## src/rtl/tran_dir_arbiter.sv

```systemverilog
// Direction arbiter for a shared bidirectional pass-switch net: grants one side at a time,
// inserts a break-before-make turnaround, and bounds the hold time while the other side waits.
module tran_dir_arbiter #(
    parameter int TURN_CYCLES = 2,
    parameter int MAX_HOLD    = 16
) (
    input  logic clk,
    input  logic rst,
    input  logic req_a,
    input  logic req_b,
    output logic gnt_a,
    output logic gnt_b,
    output logic busy,
    output logic owner,
    output logic preempt
);

    localparam int HW = $clog2(MAX_HOLD) + 1;
    localparam int TW = $clog2(TURN_CYCLES) + 1;

    localparam logic [1:0] IDLE  = 2'd0;
    localparam logic [1:0] GNT_A = 2'd1;
    localparam logic [1:0] GNT_B = 2'd2;
    localparam logic [1:0] TURN  = 2'd3;

    localparam logic [HW-1:0] HOLD_LAST = HW'(MAX_HOLD - 1);
    localparam logic [TW-1:0] TURN_LAST = TW'(TURN_CYCLES - 1);

    generate
        if (TURN_CYCLES < 1 || MAX_HOLD < 2) begin : g_param_check
            $error("tran_dir_arbiter: TURN_CYCLES must be >= 1 and MAX_HOLD >= 2");
        end
    endgenerate

    logic [1:0]    state;
    logic [1:0]    state_nxt;
    logic [HW-1:0] hold_cnt;
    logic [TW-1:0] turn_cnt;
    logic          owner_nxt;
    logic          preempt_nxt;

    function automatic logic [HW-1:0] sat_inc_hold(input logic [HW-1:0] v);
        return (v == HOLD_LAST) ? v : v + HW'(1);
    endfunction

    always_comb begin
        state_nxt   = state;
        owner_nxt   = owner;
        preempt_nxt = 1'b0;
        case (state)
            IDLE: begin
                // On a tie the side that did not hold the net last wins.
                if (req_a && req_b) begin
                    state_nxt = owner ? GNT_A : GNT_B;
                    owner_nxt = ~owner;
                end else if (req_a) begin
                    state_nxt = GNT_A;
                    owner_nxt = 1'b0;
                end else if (req_b) begin
                    state_nxt = GNT_B;
                    owner_nxt = 1'b1;
                end
            end
            GNT_A: begin
                if (!req_a) begin
                    state_nxt = TURN;
                end else if (req_b && hold_cnt == HOLD_LAST) begin
                    state_nxt   = TURN;
                    preempt_nxt = 1'b1;
                end
            end
            GNT_B: begin
                if (!req_b) begin
                    state_nxt = TURN;
                end else if (req_a && hold_cnt == HOLD_LAST) begin
                    state_nxt   = TURN;
                    preempt_nxt = 1'b1;
                end
            end
            TURN: begin
                if (turn_cnt == TURN_LAST) begin
                    state_nxt = IDLE;
                end
            end
            default: state_nxt = IDLE;
        endcase
    end

    // Outputs are registered from the next state so they line up with the state register.
    always_ff @(posedge clk) begin
        if (rst) begin
            state    <= IDLE;
            hold_cnt <= '0;
            turn_cnt <= '0;
            gnt_a    <= 1'b0;
            gnt_b    <= 1'b0;
            busy     <= 1'b0;
            owner    <= 1'b1;
            preempt  <= 1'b0;
        end else begin
            state    <= state_nxt;
            hold_cnt <= ((state == GNT_A || state == GNT_B) && state_nxt == state)
                        ? sat_inc_hold(hold_cnt) : '0;
            turn_cnt <= (state == TURN && state_nxt == TURN) ? turn_cnt + TW'(1) : '0;
            gnt_a    <= (state_nxt == GNT_A);
            gnt_b    <= (state_nxt == GNT_B);
            busy     <= (state_nxt != IDLE);
            owner    <= owner_nxt;
            preempt  <= preempt_nxt;
        end
    end

endmodule

```

## config.mk

```make
export PLATFORM = sky130hd
export DESIGN_NAME = tran_dir_arbiter
export DESIGN_NICKNAME = d
export VERILOG_FILES = /design/src/rtl/tran_dir_arbiter.sv
export SDC_FILE = /design/constraint.sdc
export NUM_CORES = 1
export LEC_CHECK = 0
export CORE_UTILIZATION = 57
export CTS_BUF_LIST = sky130_fd_sc_hd__clkbuf_4
export CTS_CLUSTER_SIZE = 12
export DETAILED_ROUTE_END_ITERATION = 6
export GPL_TIMING_DRIVEN = 0
export HOLD_SLACK_MARGIN = 0.05
export PLACE_DENSITY = 0.76
export SLEW_MARGIN = 20
export SYNTH_ARGS = -nofsm -noshare
export SYNTH_HDL_FRONTEND = slang
export SYNTH_SLANG_ARGS = --single-unit
```

## constraint.sdc

```tcl
create_clock -name clk -period 2.7 [get_ports clk]
set_input_delay 0.27 -clock clk [delete_from_list [all_inputs] [get_ports clk]]
set_output_delay 0.27 -clock clk [all_outputs]
set_load 0.01 [all_outputs]
```

After elaboration in Yosys (flattened, before gate mapping):

Cells that the tools add are included.
Widths: inputs -> output; s select.

* input port bits: 4
* bits in registers: 14
* output and inout bits: 5

* eq/ne operators: 9
* multiplexer cells: 18
* bitwise logic cells: 3
* reductions and logical operators: 12
* add/sub/neg operators: 2

Operator list (number)
* $mux 2: 9
* $eq 2x2->1 const B: 4
* $pmux 2 s4: 1
* $mux 1: 7
* $eq 2x1->1 const B: 3
* $add 5x1->5 const B: 1
* $eq 5x4->1 const B: 1
* $logic_and 1x1->1: 5
* $reduce_or 2->1: 2
* $not 1->1: 3
* $reduce_bool 3->1: 1
* $add 2x1->2 const B: 1
* $eq 2x2->1: 1
* $logic_not 2->1: 1
* $pmux 1 s2: 1
* $reduce_and 2->1: 1
* $reduce_bool 2->1: 1
* $logic_or 1x1->1: 1

Longest topological paths before layout:

Gate-level depths: netlist (run 1).

* word-level depth: 9
* mapped depth: 10
* gate-level depth less buffers: 9

Least setup slack after synthesis (run 1):

No wires, ideal clock.

* path type: reg-to-reg
* start: register hold_cnt[0]
* end: register turn_cnt[0]
* stages on the path, launching flop included: 10
* setup time: 0.065 ns
* period minus slack after synthesis: 2.040 ns
* arrival time: 1.974 ns
* data required time: 2.635 ns
* slack: 0.660 ns
* cell sequence: dfxtp_1 -> ha_1 -> and3_1 -> ha_1 -> buf_6 -> a21bo_2 -> o21ai_1 -> a32o_1 -> or4b_1 -> nor2_1

* cells in the longest elaborated chain, start to end: 9
* elaborated cells on any way between the ends: 12
* those cells by class: 2 x eq/ne; 5 x mux; 1 x bitwise; 4 x reduce/logical

Ends and longest elaborated chain
* from (decl): RTL line 37 `logic [HW-1:0] hold_cnt;`
* from (signal assigned): RTL line 102 `hold_cnt <= ((state == GNT_A || state == GNT_B) && state_nxt == state)`
* $eq 5x4->1 (*): RTL line 67, 75
* $logic_and 1x1->1, on equally long branches: RTL line 75, 67
* $mux 2, on equally long branches: RTL line 75, 67
* $mux 2, on equally long branches: RTL line 73, 65
* $pmux 2 s4 (*): RTL line 50 `case (state)`
* $eq 2x2->1 (*): RTL line 104 `turn_cnt <= (state == TURN && state_nxt == TURN) ? turn_cnt + TW'(1) : '0;`
* $logic_and 1x1->1 (*): RTL line 104
* $not 1->1 (no line) (*)
* $reduce_or 2->1 (no line) (*)
* to (signal assigned): RTL line 104
* to (decl): RTL line 38 `logic [TW-1:0] turn_cnt;`

Every way passes the cells marked *; elsewhere a longest branch is shown, timed or not.
A chain may end at the register's enable or synchronous reset.

Worst setup path in the final report (run 1):

Same ends and word-level chain as after synthesis.

==> results.ini, run 1 <==
[clock_tree]
clock_latency_ps = 280
ctsLongestPathBuffers = 2
h-tree-depth = 1
cts.sinks = 14
postCtsSetupBuffers = 0
cts_root_buf = clkbuf_4
cts_tree = built
path_clk_slew_ps = 80
numCtsBuffers = 3
cts_hold_buf = 0
postCtsResizedCells = 0

[drt]
ant_nets = 0
drc = 0
wirelength_mm = 1.69
first_pass_iters = 4
via_count = 738
viasPerCell = 6.00
initialDrtViolationCount = 32
wl_per_cell_um = 13.7

[sta]
setup_viol = 0
hold_violations = 0
tightest_slew_ps = 317
finalCriticalPeriod_ps = 2280
setup_tns_ps = 0
timing.clock.skew_ps = 2.58
rsz0062_at_grt = no
fmax_ghz = 0.440
maxSlewHeadroom = 0.786
finalHoldWorstSlack_ps = 439
post-route-period-util = 0.843
worst_slack_ps = 425
maxSlewViolCount = 0

[floorplan]
io_pins = 9
dieArea_um2 = 1630
die_h_um = 40.4
core_um2 = 1330
start_util = 0.631
die_w_um = 40.4
num_rows = 13

[layout]
nNetsFinal = 121
drive_above_1_share = 0.120
area_delta_synth_final_pct = 14.9
fill_cells = 124
diodes = 0

[power]
ir_drop_v = 0.000660
leakagePower_nw = 0.397
power_density_nw_per_um2 = 903

[place]
place_ws_ps = 435
dpl.hpwl_mm = 1.22
place_congestion = 0.817
io_buffers = 8

[worst_setup_path]
worstPathRequired_ps = 2920
path_max_fanout = 10
cp-start-kind = flip-flop
critPathKind = reg -> reg
crit_arrival_ps = 2500
cp-end-kind = flip-flop

[logic_synthesis]
ys_top_cells_by_area = dfxtp_1 (33%), ha_1 (12%), nor2_1 (5.3%), inv_1 (4.0%), a21bo_2 (3.6%)
syn_inst = 96
synth_edf_count = 0
yosysWarnings = 0
avgSynthCellArea_um2 = 8.77
synth_area_um2 = 842
async_reset_ff_frac = 0
synthesis.nets = 108
synth_top_cell_area_share = 0.333
synth_top_area_cell = dfxtp_1
seq_area_frac_synth = 0.333
synthFlopType = dfxtp_1
yosys_register_bits = 14
synth_cell_type_count = 37

[job]
drv_cap = 0

[grt]
grt_remaining_overflow = 0
grt_max_degree = 11
grt_pass1_wl_mm = 2.27
grt_pass1_vias = 527
grt_usage = 0.218
antenna_found_initial = 0

[hold_path]
hp-class = reg -> reg

[outcome]
status = finished clean

-- critical path, stage by stage, from the launching register on --
cell     delay (ps)
dfxtp_1         380
ha_1            170
and3_1          160
ha_1            150
buf_6           140
a21bo_2         190
nand2_1          70
a41oi_1         340
or4b_1          520
nor2_1          100
-- per-layer routing --
layer	share of wire	up-vias	track usage	wire length, um
met2	0.47	30	0.317	790
met3	0.065	6	0.0556	109
met5	0	-	0	0
li1	-	364	-	-
met4	0.017	0	0.117	28
met1	0.45	338	0.290	758
-- placed cells by master (no fill, tap or decap), types with 2 or more instances in the layout --
cell	count
nand4b_1	2
a21oi_1	2
clkdlybuf4s50_1	8
ha_1	8
nor2_1	12
xor2_1	2
clkbuf_4	3
a21bo_2	3
nand4_1	2
nor2b_1	3
buf_6	2
inv_1	9
o21ai_0	6
nand2_1	6
dfxtp_1	14
a221o_1	2
-- stage by stage --
step	cell area (um2)	total power [mW]	utilization	instances
2_1_floorplan	842	0.615	-	96
3_3_place_gp	941	0.729	0.705	119
3_5_place_dp	941	0.751	0.705	119
4_1_cts	967	0.877	0.725	123
5_1_grt	967	0.936	0.725	123
6_report	967	0.874	0.725	123
-- final timing paths --
| kind | from | endpoint | slack [ps] | depth (start not counted) |
|---|---|---|---|---|
| worst max register to register | hold_cnt[0]$_SDFFE_PP0P_ | turn_cnt[0]$_SDFF_PP0_ | 420 | 9 |
| worst min-delay path | turn_cnt[0]$_SDFF_PP0_ | turn_cnt[0]$_SDFF_PP0_ | 440 | 1 |
| worst min register to register | turn_cnt[0]$_SDFF_PP0_ | turn_cnt[0]$_SDFF_PP0_ | 440 | 1 |
| worst max-delay path | hold_cnt[0]$_SDFFE_PP0P_ | turn_cnt[0]$_SDFF_PP0_ | 420 | 9 |
-- state kept, by name, summed over array words and instances, names as in the netlist --
name / cells
hold_cnt: 5
preempt: 1
busy: 1
gnt_a: 1
state: 2
gnt_b: 1
turn_cnt: 2
owner: 1
-- synthesized netlist by cell type, drive strengths merged, types with 2 or more instances --
library cell / number
a21bo: 3
a21oi: 2
a221o: 2
buf: 3
dfxtp: 14
ha: 8
inv: 9
nand2: 6
nand4: 2
nand4b: 2
nor2: 12
nor2b: 3
o21ai: 8
xor2: 2
-- area by class of cell --
class	instances	area [um2]	share of cell area
clock buffers	3	22.5	0.0233
plain buffers	3	30.0	0.0310
flip-flops and latches	14	280	0.290
inverters	9	33.8	0.0349
clock inverters	1	3.75	0.00388
multi-input cells	70	498	0.515
well taps	15	18.8	0.0194
repair buffers	8	80.1	0.0828
-- logic make-up (layout without fill, tap and decap cells) --
kind of cell             after synthesis  count (layout)  synth area share
buffers and inverters                 12              24            0.0758
AO/OA/AOI/OAI                         24              24             0.215
adder cells (fa/ha/maj)                8               8             0.119
AND/OR/NAND/NOR                       34              34             0.214
XOR/XNOR                               3               3            0.0312
flip-flops                            14              14             0.333
multiplexers                           1               1            0.0119
-- report_power, final --
part	leakage (nW)	internal, mW	switching [mW]
Combinational	0.267	0.209	0.235
Sequential	0.114	0.253	0.0529
Clock	0.0154	0.0536	0.0689
Total	0.397	0.516	0.357
Power figures use the tool's default switching activity.
==> run 2: changes to the inputs <==
==> constraint.sdc (replaced) <==
create_clock -name clk -period 2.1 [get_ports clk]
set_input_delay 0.21 -clock clk [delete_from_list [all_inputs] [get_ports clk]]
set_output_delay 0.21 -clock clk [all_outputs]
set_load 0.01 [all_outputs]
==> results.ini, run 2 (synthesis results as in run 1) <==
[layout]
layout_common_cells = nor2_1 (11), dfxtp_1 (10), inv_1 (9)
top_register = hold_cnt
area_delta_synth_final_pct = 24.7
reg_top3 = hold_cnt x5, state x2, turn_cnt x2
final_common_cell = nor2_1
diodes = 0  ; unchanged
fin_cells = 127  ; +3.3%
drive_above_1_share = 0.259  ; +0.139
largest_register_ffs = 5  ; unchanged
nNetsFinal = 125  ; +3.3%

[worst_setup_path]
crit_chain = ha_2 -> and3_4 -> ha_4 -> a21bo_4 -> o21ai_2 -> a32o_2 -> or4b_4 -> nor2_1
crit_arrival_ps = 2280  ; -220 ps
cp-end-kind = flip-flop
cp-start-kind = flip-flop
r2r_setup_slack_ps = 40  ; -380 ps
path_depth = 8  ; -1
cp_slowest_cell = or4b_4
slowest_delay_ps = 560  ; +40 ps
critPathKind = reg -> reg
crit_path_start = hold_cnt[0]$_SDFFE_PP0P_
endpoint = turn_cnt[1]$_SDFF_PP0_
crit_buf_inv = 0  ; -1
worstPathRequired_ps = 2330  ; -590 ps
path_max_fanout = 4  ; -6
crit_family = simple AND/OR/NAND/NOR gates
reg2reg_depth = 8  ; -1
r2r-start = hold_cnt[0]$_SDFFE_PP0P_
reg2reg_to = turn_cnt[1]$_SDFF_PP0_

[place]
place_ws_ps = -165  ; -600 ps
place_congestion = 0.817  ; unchanged
io_buffers = 8  ; unchanged
dp_cells = 119  ; unchanged
dpl.hpwl_mm = 1.22  ; unchanged

[floorplan]
num_rows = 13  ; unchanged
io_pins = 9  ; unchanged
die_w_um = 40.4  ; unchanged
dieArea_um2 = 1630  ; unchanged
die_h_um = 40.4  ; unchanged
core_um2 = 1330  ; unchanged
start_util = 0.631  ; unchanged

[sta]
timing.clock.skew_ps = 5.43  ; +2.85 ps
post-route-period-util = 0.980  ; +0.137
fmax_ghz = 0.486  ; +11%
maxSlewViolCount = 0  ; unchanged
hold_violations = 0  ; unchanged
rsz0062_at_grt = yes
setup_viol = 0  ; unchanged
tightest_slew_ps = 320  ; +3.33 ps
maxSlewHeadroom = 0.786  ; about the same
worst_slack_ps = 42.7  ; -382 ps
finalCriticalPeriod_ps = 2060  ; -218 ps

[grt]
grt_usage = 0.234  ; +0.0160
grt_max_degree = 11  ; unchanged
grt_remaining_overflow = 0  ; unchanged
antenna_found_initial = 0  ; unchanged
grt_pass1_vias = 527  ; unchanged
grt_pass1_wl_mm = 2.42  ; +6.7%

[drt]
ant_nets = 0  ; unchanged
highest_layer = met4
initialDrtViolationCount = 39  ; +22%
drt-met1-wl_um = 854  ; +13%
viasPerCell = 5.98  ; -0.39%
via_count = 759  ; +2.8%
wl_per_cell_um = 14.7  ; +7.0%
first_pass_iters = 4  ; unchanged
wl_met2_um = 872  ; +10%
wirelength_mm = 1.86  ; +10%
drc = 0  ; unchanged
wl_met3_um = 108  ; -0.92%

[power]
total_power_mw = 1.22  ; +40%
power_density_nw_per_um2 = 1160  ; +29%
leakagePower_nw = 0.424  ; +6.8%
ir_drop_v = 0.000986  ; +49%

[clock_tree]
path_clk_slew_ps = 80  ; about the same
cts_root_buf = clkbuf_4
h-tree-depth = 1  ; unchanged
ctsLongestPathBuffers = 2  ; unchanged
clock_latency_ps = 280  ; about the same
cts_tree = built
numCtsBuffers = 3  ; unchanged
cts.sinks = 14  ; unchanged

[job]
drv_cap = 0  ; unchanged

[hold_path]
holdPathStages = 1  ; unchanged
hp-class = reg -> reg

[outcome]
status = finished clean

## run 2: layer usage
metal,track usage,vias to the layer above
li1,-,370
met3,0.0500,5
met4,0.100,0
met5,0,-
met1,0.307,355
met2,0.365,29
## run 2: layout make-up
class / count / area, um2
clock inverters: 1 / 3.75
fillers: 103 / 284
multi-input cells: 70 / 549
inverters: 9 / 33.8
repair buffers: 13 / 118
flip-flops and latches: 14 / 285
clock buffers: 3 / 22.5
plain buffers: 2 / 18.8
well taps: 15 / 18.8
## run 2: worst reg2reg max path: cells and delay by family (launching register included)
| family | cells | cell delay [ps] |
|---|---|---|
| flip-flops | 1 | 340 |
| AND/OR/NAND/NOR | 3 | 860 |
| AO/OA/AOI/OAI | 3 | 490 |
| adder cells (fa/ha/maj) | 2 | 320 |
## run 2: stage by stage
stage,utilization,setup TNS [ps],hold WS [ps],cell area [um2]
CTS,0.764,0,439,1020
global route,0.787,-58.2,466,1050
floorplan,-,0,282,842
detailed placement,0.705,-327,431,941
finish,0.787,0,445,1050
global placement,0.705,-187,407,941
## run 2: worst min-delay path by stage
stage,startpoint,to,slack [ps]
finish,turn_cnt[0]$_SDFF_PP0_,turn_cnt[0]$_SDFF_PP0_,440
detailed placement,turn_cnt[0]$_SDFF_PP0_,turn_cnt[0]$_SDFF_PP0_,430
global placement,turn_cnt[0]$_SDFF_PP0_,turn_cnt[0]$_SDFF_PP0_,410
floorplan,rst,state[1]$_SDFF_PP0_,280
global route,turn_cnt[0]$_SDFF_PP0_,turn_cnt[0]$_SDFF_PP0_,470
CTS,turn_cnt[0]$_SDFF_PP0_,turn_cnt[0]$_SDFF_PP0_,440
## run 2: report_power, final
part / internal, mW / total (mW) / switching, mW
sequential: 0.332 / 0.401 / 0.0685
combinational: 0.317 / 0.656 / 0.339
clock: 0.0690 / 0.162 / 0.0931
## run 2: repair_timing
action	in CTS	in global routing
pin swaps	1	5
hold buffers	0	0
gates resized for setup	6	9
setup buffers	4	1
setup endpoints to repair	2	8
cloned	0	0
